### src/rtl/sprite_shifter_bank_if.sv
// Load/render control bus into the sprite shifter bank and its registered pixel outputs.
interface sprite_shifter_bank_if #(
   parameter int SLOT_W = 3,
   parameter int X_W    = 8,
   parameter int PAT_W  = 8
);
   logic              line_clr;
   logic              ld_valid;
   logic [SLOT_W-1:0] ld_slot;
   logic [X_W-1:0]    ld_x;
   logic [3:0]        ld_attr;
   logic              ld_sprite0;
   logic [PAT_W-1:0]  ld_pat_lo;
   logic [PAT_W-1:0]  ld_pat_hi;
   logic              render_en;
   logic              next_pixel;
   logic [3:0]        spr_pixel;
   logic              spr_priority;
   logic              spr0_opaque;

   modport master (
      output line_clr, ld_valid, ld_slot, ld_x, ld_attr, ld_sprite0,
             ld_pat_lo, ld_pat_hi, render_en, next_pixel,
      input  spr_pixel, spr_priority, spr0_opaque
   );

   modport slave (
      input  line_clr, ld_valid, ld_slot, ld_x, ld_attr, ld_sprite0,
             ld_pat_lo, ld_pat_hi, render_en, next_pixel,
      output spr_pixel, spr_priority, spr0_opaque
   );
endinterface

### src/rtl/sprite_shifter_bank.sv
// Per-scanline sprite slots: X down-counters and 2-plane shifters with lowest-index priority.
// Outputs are registered, 1 cycle after the advance strobe; they hold between strobes.
module sprite_shifter_bank #(
   parameter int NUM_SPRITES = 8,
   parameter int SLOT_W      = 3,
   parameter int X_W         = 8,
   parameter int PAT_W       = 8
) (
   input logic                clk,
   input logic                rst,
   sprite_shifter_bank_if.slave bus
);
   logic             valid   [NUM_SPRITES];
   logic [X_W-1:0]   x_cnt   [NUM_SPRITES];
   logic [PAT_W-1:0] pat_lo  [NUM_SPRITES];
   logic [PAT_W-1:0] pat_hi  [NUM_SPRITES];
   logic [1:0]       pal     [NUM_SPRITES];
   logic             behind  [NUM_SPRITES];
   logic             is_spr0 [NUM_SPRITES];

   logic             opaque  [NUM_SPRITES];
   logic [3:0]       win_pixel;
   logic             win_priority;
   logic             any_spr0;
   logic             advance;

   logic [3:0]       pixel_q;
   logic             priority_q;
   logic             spr0_q;

   function automatic logic [PAT_W-1:0] bit_rev(input logic [PAT_W-1:0] v);
      logic [PAT_W-1:0] r;
      for (int b = 0; b < PAT_W; b++) begin
         r[b] = v[PAT_W-1-b];
      end
      return r;
   endfunction

   assign advance = bus.render_en && bus.next_pixel;

   always_comb begin
      for (int i = 0; i < NUM_SPRITES; i++) begin
         opaque[i] = valid[i] && (x_cnt[i] == '0) &&
                     (pat_hi[i][PAT_W-1] || pat_lo[i][PAT_W-1]);
      end
   end

   // Walk from the highest slot down so the lowest opaque index is the last writer.
   always_comb begin
      win_pixel    = 4'b0000;
      win_priority = 1'b0;
      any_spr0     = 1'b0;
      for (int i = NUM_SPRITES - 1; i >= 0; i--) begin
         if (opaque[i]) begin
            win_pixel    = {pal[i], pat_hi[i][PAT_W-1], pat_lo[i][PAT_W-1]};
            win_priority = behind[i];
         end
         if (opaque[i] && is_spr0[i]) begin
            any_spr0 = 1'b1;
         end
      end
   end

   always_ff @(posedge clk) begin
      if (rst) begin
         for (int i = 0; i < NUM_SPRITES; i++) begin
            valid[i]   <= 1'b0;
            x_cnt[i]   <= '0;
            pat_lo[i]  <= '0;
            pat_hi[i]  <= '0;
            pal[i]     <= 2'b00;
            behind[i]  <= 1'b0;
            is_spr0[i] <= 1'b0;
         end
      end else begin
         for (int i = 0; i < NUM_SPRITES; i++) begin
            if (bus.ld_valid && (bus.ld_slot == SLOT_W'(i))) begin
               // Load takes precedence over line_clr and over any advance of this slot.
               valid[i]   <= 1'b1;
               x_cnt[i]   <= bus.ld_x;
               pat_lo[i]  <= bus.ld_attr[3] ? bit_rev(bus.ld_pat_lo) : bus.ld_pat_lo;
               pat_hi[i]  <= bus.ld_attr[3] ? bit_rev(bus.ld_pat_hi) : bus.ld_pat_hi;
               pal[i]     <= bus.ld_attr[1:0];
               behind[i]  <= bus.ld_attr[2];
               is_spr0[i] <= bus.ld_sprite0;
            end else begin
               if (bus.line_clr) begin
                  valid[i] <= 1'b0;
               end
               if (advance && valid[i]) begin
                  if (x_cnt[i] != '0) begin
                     x_cnt[i] <= x_cnt[i] - X_W'(1);
                  end else begin
                     pat_lo[i] <= pat_lo[i] << 1;
                     pat_hi[i] <= pat_hi[i] << 1;
                  end
               end
            end
         end
      end
   end

   always_ff @(posedge clk) begin
      if (rst || !bus.render_en) begin
         pixel_q    <= 4'b0000;
         priority_q <= 1'b0;
         spr0_q     <= 1'b0;
      end else if (advance) begin
         pixel_q    <= win_pixel;
         priority_q <= win_priority;
         spr0_q     <= any_spr0;
      end
   end

   assign bus.spr_pixel    = pixel_q;
   assign bus.spr_priority = priority_q;
   assign bus.spr0_opaque  = spr0_q;
endmodule

### src/flat_wrapper.sv
// flat-port wrapper written by rule: the top's interface ports become plain ports
module sprite_shifter_bank_flat 
#(
   parameter int NUM_SPRITES = 8,
   parameter int SLOT_W      = 3,
   parameter int X_W         = 8,
   parameter int PAT_W       = 8
)
  (clk, rst, bus_line_clr, bus_ld_valid, bus_ld_slot, bus_ld_x, bus_ld_attr, bus_ld_sprite0, bus_ld_pat_lo, bus_ld_pat_hi, bus_render_en, bus_next_pixel, bus_spr_pixel, bus_spr_priority, bus_spr0_opaque);
  sprite_shifter_bank_if #(.SLOT_W(SLOT_W), .X_W(X_W), .PAT_W(PAT_W)) bus_i ();
  input logic clk;
  input logic rst;
  input wire logic [$bits(bus_i.line_clr)-1:0] bus_line_clr;
  input wire logic [$bits(bus_i.ld_valid)-1:0] bus_ld_valid;
  input wire logic [$bits(bus_i.ld_slot)-1:0] bus_ld_slot;
  input wire logic [$bits(bus_i.ld_x)-1:0] bus_ld_x;
  input wire logic [$bits(bus_i.ld_attr)-1:0] bus_ld_attr;
  input wire logic [$bits(bus_i.ld_sprite0)-1:0] bus_ld_sprite0;
  input wire logic [$bits(bus_i.ld_pat_lo)-1:0] bus_ld_pat_lo;
  input wire logic [$bits(bus_i.ld_pat_hi)-1:0] bus_ld_pat_hi;
  input wire logic [$bits(bus_i.render_en)-1:0] bus_render_en;
  input wire logic [$bits(bus_i.next_pixel)-1:0] bus_next_pixel;
  output wire logic [$bits(bus_i.spr_pixel)-1:0] bus_spr_pixel;
  output wire logic [$bits(bus_i.spr_priority)-1:0] bus_spr_priority;
  output wire logic [$bits(bus_i.spr0_opaque)-1:0] bus_spr0_opaque;
  assign bus_i.line_clr = bus_line_clr;
  assign bus_i.ld_valid = bus_ld_valid;
  assign bus_i.ld_slot = bus_ld_slot;
  assign bus_i.ld_x = bus_ld_x;
  assign bus_i.ld_attr = bus_ld_attr;
  assign bus_i.ld_sprite0 = bus_ld_sprite0;
  assign bus_i.ld_pat_lo = bus_ld_pat_lo;
  assign bus_i.ld_pat_hi = bus_ld_pat_hi;
  assign bus_i.render_en = bus_render_en;
  assign bus_i.next_pixel = bus_next_pixel;
  assign bus_spr_pixel = bus_i.spr_pixel;
  assign bus_spr_priority = bus_i.spr_priority;
  assign bus_spr0_opaque = bus_i.spr0_opaque;
  sprite_shifter_bank #(.NUM_SPRITES(NUM_SPRITES), .SLOT_W(SLOT_W), .X_W(X_W), .PAT_W(PAT_W)) u_core (.clk(clk), .rst(rst), .bus(bus_i));
endmodule
### config.mk
export PLATFORM = sky130hd
export DESIGN_NAME = sprite_shifter_bank_flat
export DESIGN_NICKNAME = d
export VERILOG_FILES = /design/src/rtl/sprite_shifter_bank_if.sv /design/src/rtl/sprite_shifter_bank.sv /design/src/flat_wrapper.sv
export SDC_FILE = /design/constraint.sdc
export NUM_CORES = 1
export LEC_CHECK = 0
export ABC_AREA = 1
export CAP_MARGIN = 40
export CORE_UTILIZATION = 55
export DETAILED_ROUTE_END_ITERATION = 12
export PLACE_DENSITY_LB_ADDON = 0.12
export SYNTH_ARGS = -nofsm -noshare
export SYNTH_HDL_FRONTEND = slang
export SYNTH_SLANG_ARGS = --single-unit
### constraint.sdc
create_clock -name clk -period 2.8 [get_ports clk]
set_clock_uncertainty 0.2 [all_clocks]
set_input_delay 0.7 -clock clk [delete_from_list [all_inputs] [get_ports clk]]
set_output_delay 0.7 -clock clk [all_outputs]
set_load 0.05 [all_outputs]
# After elaboration in Yosys (flattened, before gate mapping)
# Memory sizes are Yosys's and may differ from the RTL's.
# Cells that the tools add are included.
dict set report totals {
  regBits 6
  ramBits 232
  inputBits 38
  out_inout_bits 6
  wordCells 426
  n_memories 7
}
dict set report classes {
  n_addsub 8
  n_eq_ne 7
  mux 245
  bitwise_logic 88
  reduce_logical 68
}
# name words word_bits rd rd_clocked_by_memory_dff write_ports line
set memory_table {}
lappend memory_table {u_core.pat_hi 8 8 8 0 8 sprite_shifter_bank.sv:16} ;# logic [PAT_W-1:0] pat_hi [NUM_SPRITES];
lappend memory_table {u_core.pat_lo 8 8 8 0 8 sprite_shifter_bank.sv:15} ;# logic [PAT_W-1:0] pat_lo [NUM_SPRITES];
lappend memory_table {u_core.x_cnt 8 8 8 0 8 sprite_shifter_bank.sv:14} ;# logic [X_W-1:0] x_cnt [NUM_SPRITES];
lappend memory_table {u_core.pal 8 2 8 0 8 sprite_shifter_bank.sv:17} ;# logic [1:0] pal [NUM_SPRITES];
lappend memory_table {u_core.behind 8 1 8 0 8 sprite_shifter_bank.sv:18} ;# logic behind [NUM_SPRITES];
lappend memory_table {u_core.is_spr0 8 1 8 0 8 sprite_shifter_bank.sv:19} ;# logic is_spr0 [NUM_SPRITES];
lappend memory_table {{1 more memories} n/a n/a n/a n/a n/a n/a}
# operator n
set ops {}
lappend ops {{2-to-1 mux 8 bit} 50}
lappend ops {{2-to-1 mux 1 bit} 179}
lappend ops {{OR 1 bit} 88}
lappend ops {{logical NOT 8 bit} 8}
lappend ops {{nonzero test 8 bit} 8}
lappend ops {{subtractor 8 x 1 -> 8 bit (second input constant)} 8}
lappend ops {{logical AND 1 bit} 41}
lappend ops {{2-to-1 mux 4 bit} 8}
lappend ops {{2-to-1 mux 2 bit} 8}
lappend ops {{equality test 3 bit (second input constant)} 4}
lappend ops {{logical OR 1 bit} 9}
lappend ops {{equality test 3 x 2 -> 1 bit (second input constant)} 2}
lappend ops {{equality test 3 x 1 -> 1 bit (second input constant)} 1}
lappend ops {{logical NOT 3 bit} 1}
lappend ops {{logical NOT 1 bit} 1}

# Logic depth before layout (Yosys ltp)
# Gate-level depths: netlist (run 1).
dict set report depth {
  word_depth 12
  ltp_mapped 20
  mapped_depth_nobuf 20
}

# Worst setup path after synthesis (run 1)
# No wires, ideal clock.
dict set report synth_path {
  path_kind {reg-to-reg}
  from {memory u_core.x_cnt[0][0]}
  to {memory u_core.pat_hi[0][0] (enable)}
  setup_ns 0.411
  arrival_time_ns 2.527
  required_time_ns 2.189
  setup_slack_ns -0.338
  stages_incl_launch_ff 10
  path_buffers 0
  synth_period_minus_slack_ns 3.138
  path_cell_list {edfxtp_1 inv_1 ha_1 nand2_1 or3_1 nor2_2 inv_2 nor2_8 inv_1 o21ai_0}
}
# element line
set synth_lines {}
lappend synth_lines {{start, declared} sprite_shifter_bank.sv:14}
lappend synth_lines {{end, declared} sprite_shifter_bank.sv:16}

==> results of run 1 <==
## state kept, by name, summed over array words and instances, names as in the netlist
name	count
u_core.is_spr0	8
u_core.bus.spr_pixel	4
u_core.pat_lo	64
u_core.pat_hi	64
u_core.pal	16
u_core.valid	8
u_core.x_cnt	64
u_core.bus.spr_priority	1
u_core.bus.spr0_opaque	1
u_core.behind	8
## path summary, 6_finish.rpt
check / from / end / depth (start not counted)
max reg2reg: u_core.x_cnt[1][0] / u_core.bus.spr0_opaque / 13
min reg2reg: u_core.bus.spr_priority / u_core.bus.spr_priority / 2
max: u_core.x_cnt[1][0] / u_core.bus.spr0_opaque / 13
min: u_core.bus.spr_priority / u_core.bus.spr_priority / 2
## metrics by stage
stage               hold slack (ns)  utilization  power, mW  TNS [ns]  instance area (µm²)
detailed placement            0.270        0.636       5.12     -2.34                13300
CTS                           0.280        0.670       8.07         0                14000
floorplan                     0.325            -       4.72         0                11700
finish                        0.275        0.671       8.04         0                14100
global placement              0.253        0.636       5.10    -0.899                13300
global route                  0.292        0.671       8.30         0                14100
## area by class of cell
class,instances,area share
multi-input combinational,674,0.260
sequential,238,0.504
clock buffer,29,0.0456
clock inverter,14,0.00552
inverter,231,0.0618
timing repair buffer,137,0.0987
tap,275,0.0245
## critical path: cells and delay by family, from the launching register on
family | cells | cell delay, ns
buffers and inverters | 3 | 0.21
DFF | 1 | 0.42
AOI/OAI and AO/OA | 3 | 0.59
and+or+nand+nor | 6 | 0.98
adders and majority gates | 1 | 0.20
## cell usage after synthesis
library cell  instances  area, µm²
nor2_1              105        394
edfxtp_1            232       6970
nor3_2                1       10.0
nor3_4                1       16.3
nor4_2                2       25.0
mux2i_1              12        120
xor2_1               27        236
nor3b_2               1       12.5
nor2_2                4       25.0
nor2_4                1       11.3
nand2_1             156        586
a21oi_1              18       90.1
o22ai_1             110        688
nand4_1               9       56.3
nand3_1              59        295
nor2_8                1       20.0
o2bb2ai_1             1       8.76
or3_1                 5       31.3
inv_2                17       63.8
o21ai_4               1       16.3
nor3b_1               1       7.51
o211ai_1              3       22.5
nor4_1                1       6.26
xnor2_1              17        149
o21ai_0              81        405
nand3b_1              2       15.0
dfxtp_1               6        120
o21ai_1              19       95.1
clkbuf_1             29        109
ha_1                 14        175
or2_0                 3       18.8
nor3_1               13       65.1
inv_1               212        796
or2_1                 3       18.8
o21ai_2               1       8.76
buf_2                 7       35.0
or2_2                 1       6.26
clkinv_2              1       5.00
clkinv_1              1       3.75
nand2_2               1       6.26
## per-layer routing
layer  GRT usage  vias up
li1            -     4289
met1       0.357     4306
met2       0.469      274
met3      0.0273       49
met4      0.0809        0
met5           0        -
## timing repair
item                                    4_1_cts  5_1_grt
endpoints found under the setup margin        0        1
hold buffers                                  0        0
resized for setup                             0        1
buffers inserted                              0        0
## kinds of logic (layout without fill, tap and decap cells)
family          after synthesis  in the layout  share of synthesized area
simple gates                370            370                      0.139
xor+xnor                     44             44                     0.0328
mux                          12             12                     0.0102
buf+inv                     267            411                     0.0862
fa+ha+maj                    14             14                     0.0149
compound gates              234            234                      0.114
flops                       238            238                      0.604
## where the power goes
part           switching (mW)  leakage (nW)  total [mW]  internal [mW]
registers              0.0917          2.45        4.23           4.14
clock network            1.35         0.353        2.98           1.63
logic                   0.506          3.09       0.831          0.325
==> Implementation_results.wiki, run 1 <==
{| class="wikitable"
! Metric !! Value
|-
| Status || complete, no violations
|-
| Tot GR Track Use || 0.269
|-
| Peak per-stage delay on the critical path || ~0.42 ns
|-
| WL/cell || about 18 µm
|-
| Area of the multi-input gates || between 3000 and 4000 µm²
|-
| Wire length reported by the detailed router || 28.9 mm
|-
| Register bit count reported by yosys || ~240
|-
| Global-route wire length before repair || 45.4 mm
|-
| Total grt overflow || 0
|-
| Netlist Area Pre-Place || around 12000 µm²
|-
| Mean cell area of the mapped netlist || 9.96 µm²
|-
| Max Used Layer || met4
|-
| Number of vias after detailed routing || between 8000 and 9000
|-
| Most frequent cells in the layout || edfxtp_1, inv_1, nand2_1, o22ai_1, nor2_1
|-
| Maximum net fanout on the critical path || 4
|-
| Die outline area || approximately 22000 µm²
|-
| Max Fclk || 0.380 GHz
|-
| Count of TritonRoute iterations in the first routing pass || 5
|-
| Number of input and output port buffers inserted || 43
|-
| Drt via density || between 5 and 6
|-
| Chip Height || roughly 150 µm
|-
| # nets final || approximately 1400
|-
| Count of boundary I/O pins || 44
|-
| Non-filler instance count after layout || 1598
|-
| Arr. time, crit path || around 3 ns
|-
| Length of routed met2 wiring || about 15 mm
|-
| Core area || ~21000 µm²
|-
| Share of cells above drive strength 1 || 0.119
|-
| Time the final worst path needs with I/O delays and setup || approximately 2.6 ns
|-
| Synthesis-to-layout area growth || 19.7%
|-
| Hold violation count in the final report || 0
|-
| Measured slew at the worst slew-check pin || 0.580 ns
|-
| Max-slew headroom || 0.612
|-
| Number of sinks on the clock net || 238
|-
| Skew-Pair Late Insertion Delay || 0.55 ns
|-
| Metal-1 WL || between 10 and 15 mm
|-
| Leakage power figure || 5.90 nW
|-
| Most common cell after layout, fill and taps aside || edfxtp_1
|-
| Max cap viols || 0
|-
| Maximum level of the CTS H-tree || 1
|-
| Maximum clock insertion buffer count || 3
|-
| Final antenna diode count || 0
|-
| Cell count after placement || between 1500 and 2000
|-
| Final period utilization || 0.941
|-
| TritonCTS clock tree || yes
|-
| Worst supply voltage drop on vdd || just under 500 µV
|-
| Total length of routed met3 wires || 1.63 mm
|-
| Starting Density || 0.560
|-
| Number of global-route vias before repair || around 8600
|-
| Startpoint-to-endpoint class of the critical path || register to register
|-
| Root cell of the clock tree || clkbuf_16
|-
| Worst Setup Start Kind || register
|-
| Critical-path cell list || inv_1 -> ha_1 -> nand3_1 -> nor2_1 -> inv_2 -> or2_1 -> nor2_2 -> o21ai_0 -> o22ai_1 -> nor2_1 -> nand4_1 -> o211ai_1 -> inv_1
|-
| Clock edge transition at the registers on the reported setup and hold paths || approximately 0.060 ns
|-
| Antenna violations before repair || 0
|-
| Slack of the worst reg-to-reg path || between 0.15 and 0.2 ns
|-
| Critical path's slowest cell || edfxtp_1
|-
| Fillcell total || between 1500 and 2000
|-
| Hold crit path type || register to register
|-
| Final HPWL from detailed placement || approximately 20 mm
|-
| Power density over the cells || 572 nW/µm²
|-
| Unrepaired setup endpoints after global routing || no
|-
| Sequential area share after synthesis || 0.604
|-
| Count of distinct cell types in the synthesized netlist || 40
|-
| Routed Antenna Nets || 0
|-
| Final routed DRC violation total || 0
|-
| Worst slack at placement || -0.174 ns
|-
| Die outline width || 148 µm
|-
| Reg area || around 7100 µm²
|-
| Routability congestion estimate || 0.851
|-
| Maximum number of pins on one net before global-route repair || 28
|-
| Mapped Nets || ~1200
|-
| Required time of the critical path || between 3 and 4 ns
|-
| Count of mapped cells out of synthesis || 1179
|-
| CTS Buf Count || 25
|-
| Number of placement rows || between 50 and 60
|-
| Starting DRT DRC Count || around 690
|-
| Final setup violation count || 0
|-
| Endpoint type of the worst setup path || register
|-
| Minimum setup slack in the final design || around 0.17 ns
|-
| Warnings from Yosys || 0
|-
| Slew Limit Fails || 0
|}
No activity file was read; power rests on OpenSTA's default activity.
==> inputs of run 2 (changes only) <==
--- a/config.mk
+++ b/config.mk
@@ -7,8 +7,10 @@
 export LEC_CHECK = 0
 export ABC_AREA = 1
 export CAP_MARGIN = 40
-export CORE_UTILIZATION = 55
+export CORE_MARGIN = 2
+export CORE_UTILIZATION = 58
 export DETAILED_ROUTE_END_ITERATION = 12
+export DONT_BUFFER_PORTS = 1
 export PLACE_DENSITY_LB_ADDON = 0.12
 export SYNTH_ARGS = -nofsm -noshare
 export SYNTH_HDL_FRONTEND = slang
==> run 2 against run 1 <==
- wire length decreased by 3.3%
- hold slack worse by 0.16 ns
- sequential cell count stayed put
- sequential power is essentially flat
- critical endpoint unchanged
- largest cell class unchanged
- largest power group unchanged
- highest routed layer unchanged
==> Implementation_results.wiki, run 2 (same netlist as run 1, synthesis figures left out) <==
{| class="wikitable"
! Metric !! Value
|-
| Tot GR Track Use || 0.267 (was 0.269)
|-
| Status || complete, no violations (unchanged)
|-
| Count of TritonRoute iterations in the first routing pass || 5 (unchanged)
|-
| Minimum setup slack in the final design || 0.265 ns (was 0.166 ns)
|-
| Total grt overflow || 0 (unchanged)
|-
| Post-cts sizing count || 0 (unchanged)
|-
| Measured slew at the worst slew-check pin || 0.561 ns (was 0.580 ns)
|-
| Maximum level of the CTS H-tree || 1 (unchanged)
|-
| Number of post-CTS setup repair buffers || 0 (unchanged)
|-
| Max-slew headroom || 0.626 (was 0.612)
|-
| Cell count after placement || 1473 (was 1555)
|-
| Number of sinks on the clock net || 238 (unchanged)
|-
| Worst Setup Start Kind || register (unchanged)
|-
| Slack of the worst reg-to-reg path || 0.27 ns (was 0.17 ns)
|-
| Core area || 20000 µm² (was 21000 µm²)
|-
| Slew Limit Fails || 0 (unchanged)
|-
| TritonCTS clock tree || yes (unchanged)
|-
| Hold violation count in the final report || 0 (unchanged)
|-
| Worst supply voltage drop on vdd || 463 µV (was 488 µV)
|-
| Starting Density || 0.586 (was 0.560)
|-
| Sw Share || 0.233 (was 0.242)
|-
| Arr. time, crit path || 2.80 ns (was 2.93 ns)
|-
| Final antenna diode count || 0 (unchanged)
|-
| Synthesis-to-layout area growth || 12.3% (was 19.7%)
|-
| Number of global-route vias before repair || 8286 (was 8611)
|-
| Final period utilization || 0.905 (was 0.941)
|-
| Routability congestion estimate || 0.849 (was 0.851)
|-
| Combinational power share || 0.082 (was 0.103)
|-
| Clock edge transition at the registers on the reported setup and hold paths || 0.06 ns (about the same)
|-
| Endpoint type of the worst setup path || register (unchanged)
|-
| Maximum number of pins on one net before global-route repair || 30 (was 28)
|-
| Sequential power share || 0.524 (was 0.526)
|-
| Power density over the cells || 613 nW/µm² (was 572 nW/µm²)
|-
| Max Fclk || 0.394 GHz (was 0.380 GHz)
|-
| Worst slack at placement || 0.162 ns (was -0.174 ns)
|-
| Source of the worst register-to-register timing path || u_core.x_cnt[1][0] (unchanged)
|-
| Final setup violation count || 0 (unchanged)
|-
| Final routed DRC violation total || 0 (unchanged)
|-
| Hold crit path type || input pin to register (was register to register)
|-
| Number of hold buffers added after cts || 0 (unchanged)
|-
| # nets final || 1283 (was 1359)
|-
| Total power after layout || 8.09 mW (was 8.04 mW)
|-
| Routed Antenna Nets || 0 (unchanged)
|-
| Most common cell after layout, fill and taps aside || edfxtp_1 (unchanged)
|-
| Root cell of the clock tree || clkbuf_16 (unchanged)
|-
| Sum of negative setup slack || 0 ns (unchanged)
|-
| Critical Path Start || u_core.x_cnt[1][0] (unchanged)
|-
| Startpoint-to-endpoint class of the critical path || register to register (unchanged)
|-
| Core utilization of the finished layout || 0.658 (was 0.671)
|-
| Post-DP Area || 12400 µm² (was 13300 µm²)
|-
| Unrepaired setup endpoints after global routing || no (unchanged)
|-
| Fillcell total || 1623 (was 1710)
|-
| Time the final worst path needs with I/O delays and setup || 2.53 ns (was 2.63 ns)
|-
| Critical path capture point || u_core.bus.spr0_opaque (unchanged)
|-
| Skew-Pair Late Insertion Delay || 0.53 ns (was 0.55 ns)
|-
| Number of placement rows || 52 (was 53)
|-
| Clock group share of total power || 0.394 (was 0.371)
|-
| Number of cells traversed by the worst register-to-register path || 13 (unchanged)
|-
| Required time of the critical path || 3.07 ns (was 3.09 ns)
|-
| Final HPWL from detailed placement || 19.1 mm (was 20.2 mm)
|-
| Largest registers ranked by flip-flop count || u_core.pat_hi (64), u_core.pat_lo (64), u_core.x_cnt (64) (unchanged)
|-
| Switching component of the power || 1.89 mW (was 1.94 mW)
|-
| CTS Buf Count || 26 (was 25)
|-
| Non-filler instance count after layout || 1518 (was 1598)
|-
| WL/cell || 18.4 µm (was 18.1 µm)
|-
| Final instance area || 13200 µm² (was 14100 µm²)
|-
| Most frequent cells in the layout || edfxtp_1, inv_1, nand2_1, o22ai_1, nor2_1 (unchanged)
|-
| Starting DRT DRC Count || 699 (was 691)
|-
| Chip Height || 146 µm (was 148 µm)
|-
| Max cap viols || 0 (unchanged)
|-
| Share of cells above drive strength 1 || 0.102 (was 0.119)
|-
| Drt via density || 5.62 (was 5.58)
|-
| Number of input and output port buffers inserted || 0 (was 43)
|-
| Startpoint of the worst hold path || bus_next_pixel (was u_core.bus.spr_priority)
|-
| Min Hold Slack || 0.120 ns (was 0.275 ns)
|-
| Reg-to-reg critical path endpoint || u_core.bus.spr0_opaque (unchanged)
|-
| Global-route wire length before repair || 44.6 mm (was 45.4 mm)
|-
| Cell Int Power || 6.20 mW (was 6.10 mW)
|-
| Wire length reported by the detailed router || 27.9 mm (was 28.9 mm)
|-
| Leakage power figure || 5.51 nW (was 5.90 nW)
|-
| Antenna violations before repair || 0 (unchanged)
|-
| Maximum clock insertion buffer count || 3 (unchanged)
|-
| Die outline width || 146 µm (was 148 µm)
|-
| Maximum net fanout on the critical path || 4 (unchanged)
|-
| Die outline area || 21400 µm² (was 21900 µm²)
|-
| Count of boundary I/O pins || 44 (unchanged)
|-
| Number of vias after detailed routing || 8526 (was 8918)
|}
-- run 2: cell types whose count changed in the layout (fill, tap and decap cells not counted), moves of 2 or more --
cell	delta
clkinv_2	+2
clkbuf_16	+2
clkinv_1	-6
clkdlybuf4s50_1	-43
buf_12	-18
buf_4	-16
clkbuf_1	+4
-- run 2: worst min-delay path by stage --
stage	endpoint	slack (ns)	cells after the start
6_report	u_core.bus.spr0_opaque	0.12	2
3_3_place_gp	u_core.pat_lo[0][37]	0.33	2
4_1_cts	u_core.bus.spr0_opaque	0.10	2
5_1_grt	u_core.bus.spr0_opaque	0.14	2
2_1_floorplan	u_core.pat_hi[0][1]	0.32	2
3_5_place_dp	u_core.pat_hi[0][35]	0.34	2
-- run 2: worst max-delay path, stage by stage (launching register included) --
cell      delay, ns
edfxtp_1       0.41
inv_1          0.10
ha_1           0.21
nand3_1        0.11
nor2_1         0.12
inv_2          0.04
or2_1          0.28
nor2_2         0.24
o21ai_0        0.25
o22ai_1        0.19
nor2_1         0.06
nand4_1        0.10
o211ai_1       0.09
inv_1          0.07
-- run 2: per-layer routing --
layer | routed length, µm | up-vias | GRT usage
met3 | 1610 | 49 | 0.0331
met1 | 12200 | 4078 | 0.378
met4 | 648 | 0 | 0.0743
met2 | 13500 | 265 | 0.442
li1 | - | 4134 | -
met5 | 0 | - | 0
-- run 2: power groups by stage --
stage / Sequential, mW / Clock, mW / Combinational [mW]
4_1_cts: 4.24 / 3.22 / 0.665
3_3_place_gp: 4.30 / 0 / 0.651
3_5_place_dp: 4.31 / 0 / 0.661
2_1_floorplan: 4.28 / 0 / 0.440
5_1_grt: 4.26 / 3.35 / 0.743
6_report: 4.24 / 3.19 / 0.665
-- run 2: cell type report --
cell class	instances	area (µm²)	share of cell area
multi-input cells	674	3640	0.276
flip-flops and latches	238	7090	0.537
well taps	270	338	0.0256
clock buffers	35	706	0.0535
clock inverters	10	73.8	0.00560
repair buffers	60	475	0.0360
inverters	231	868	0.0658
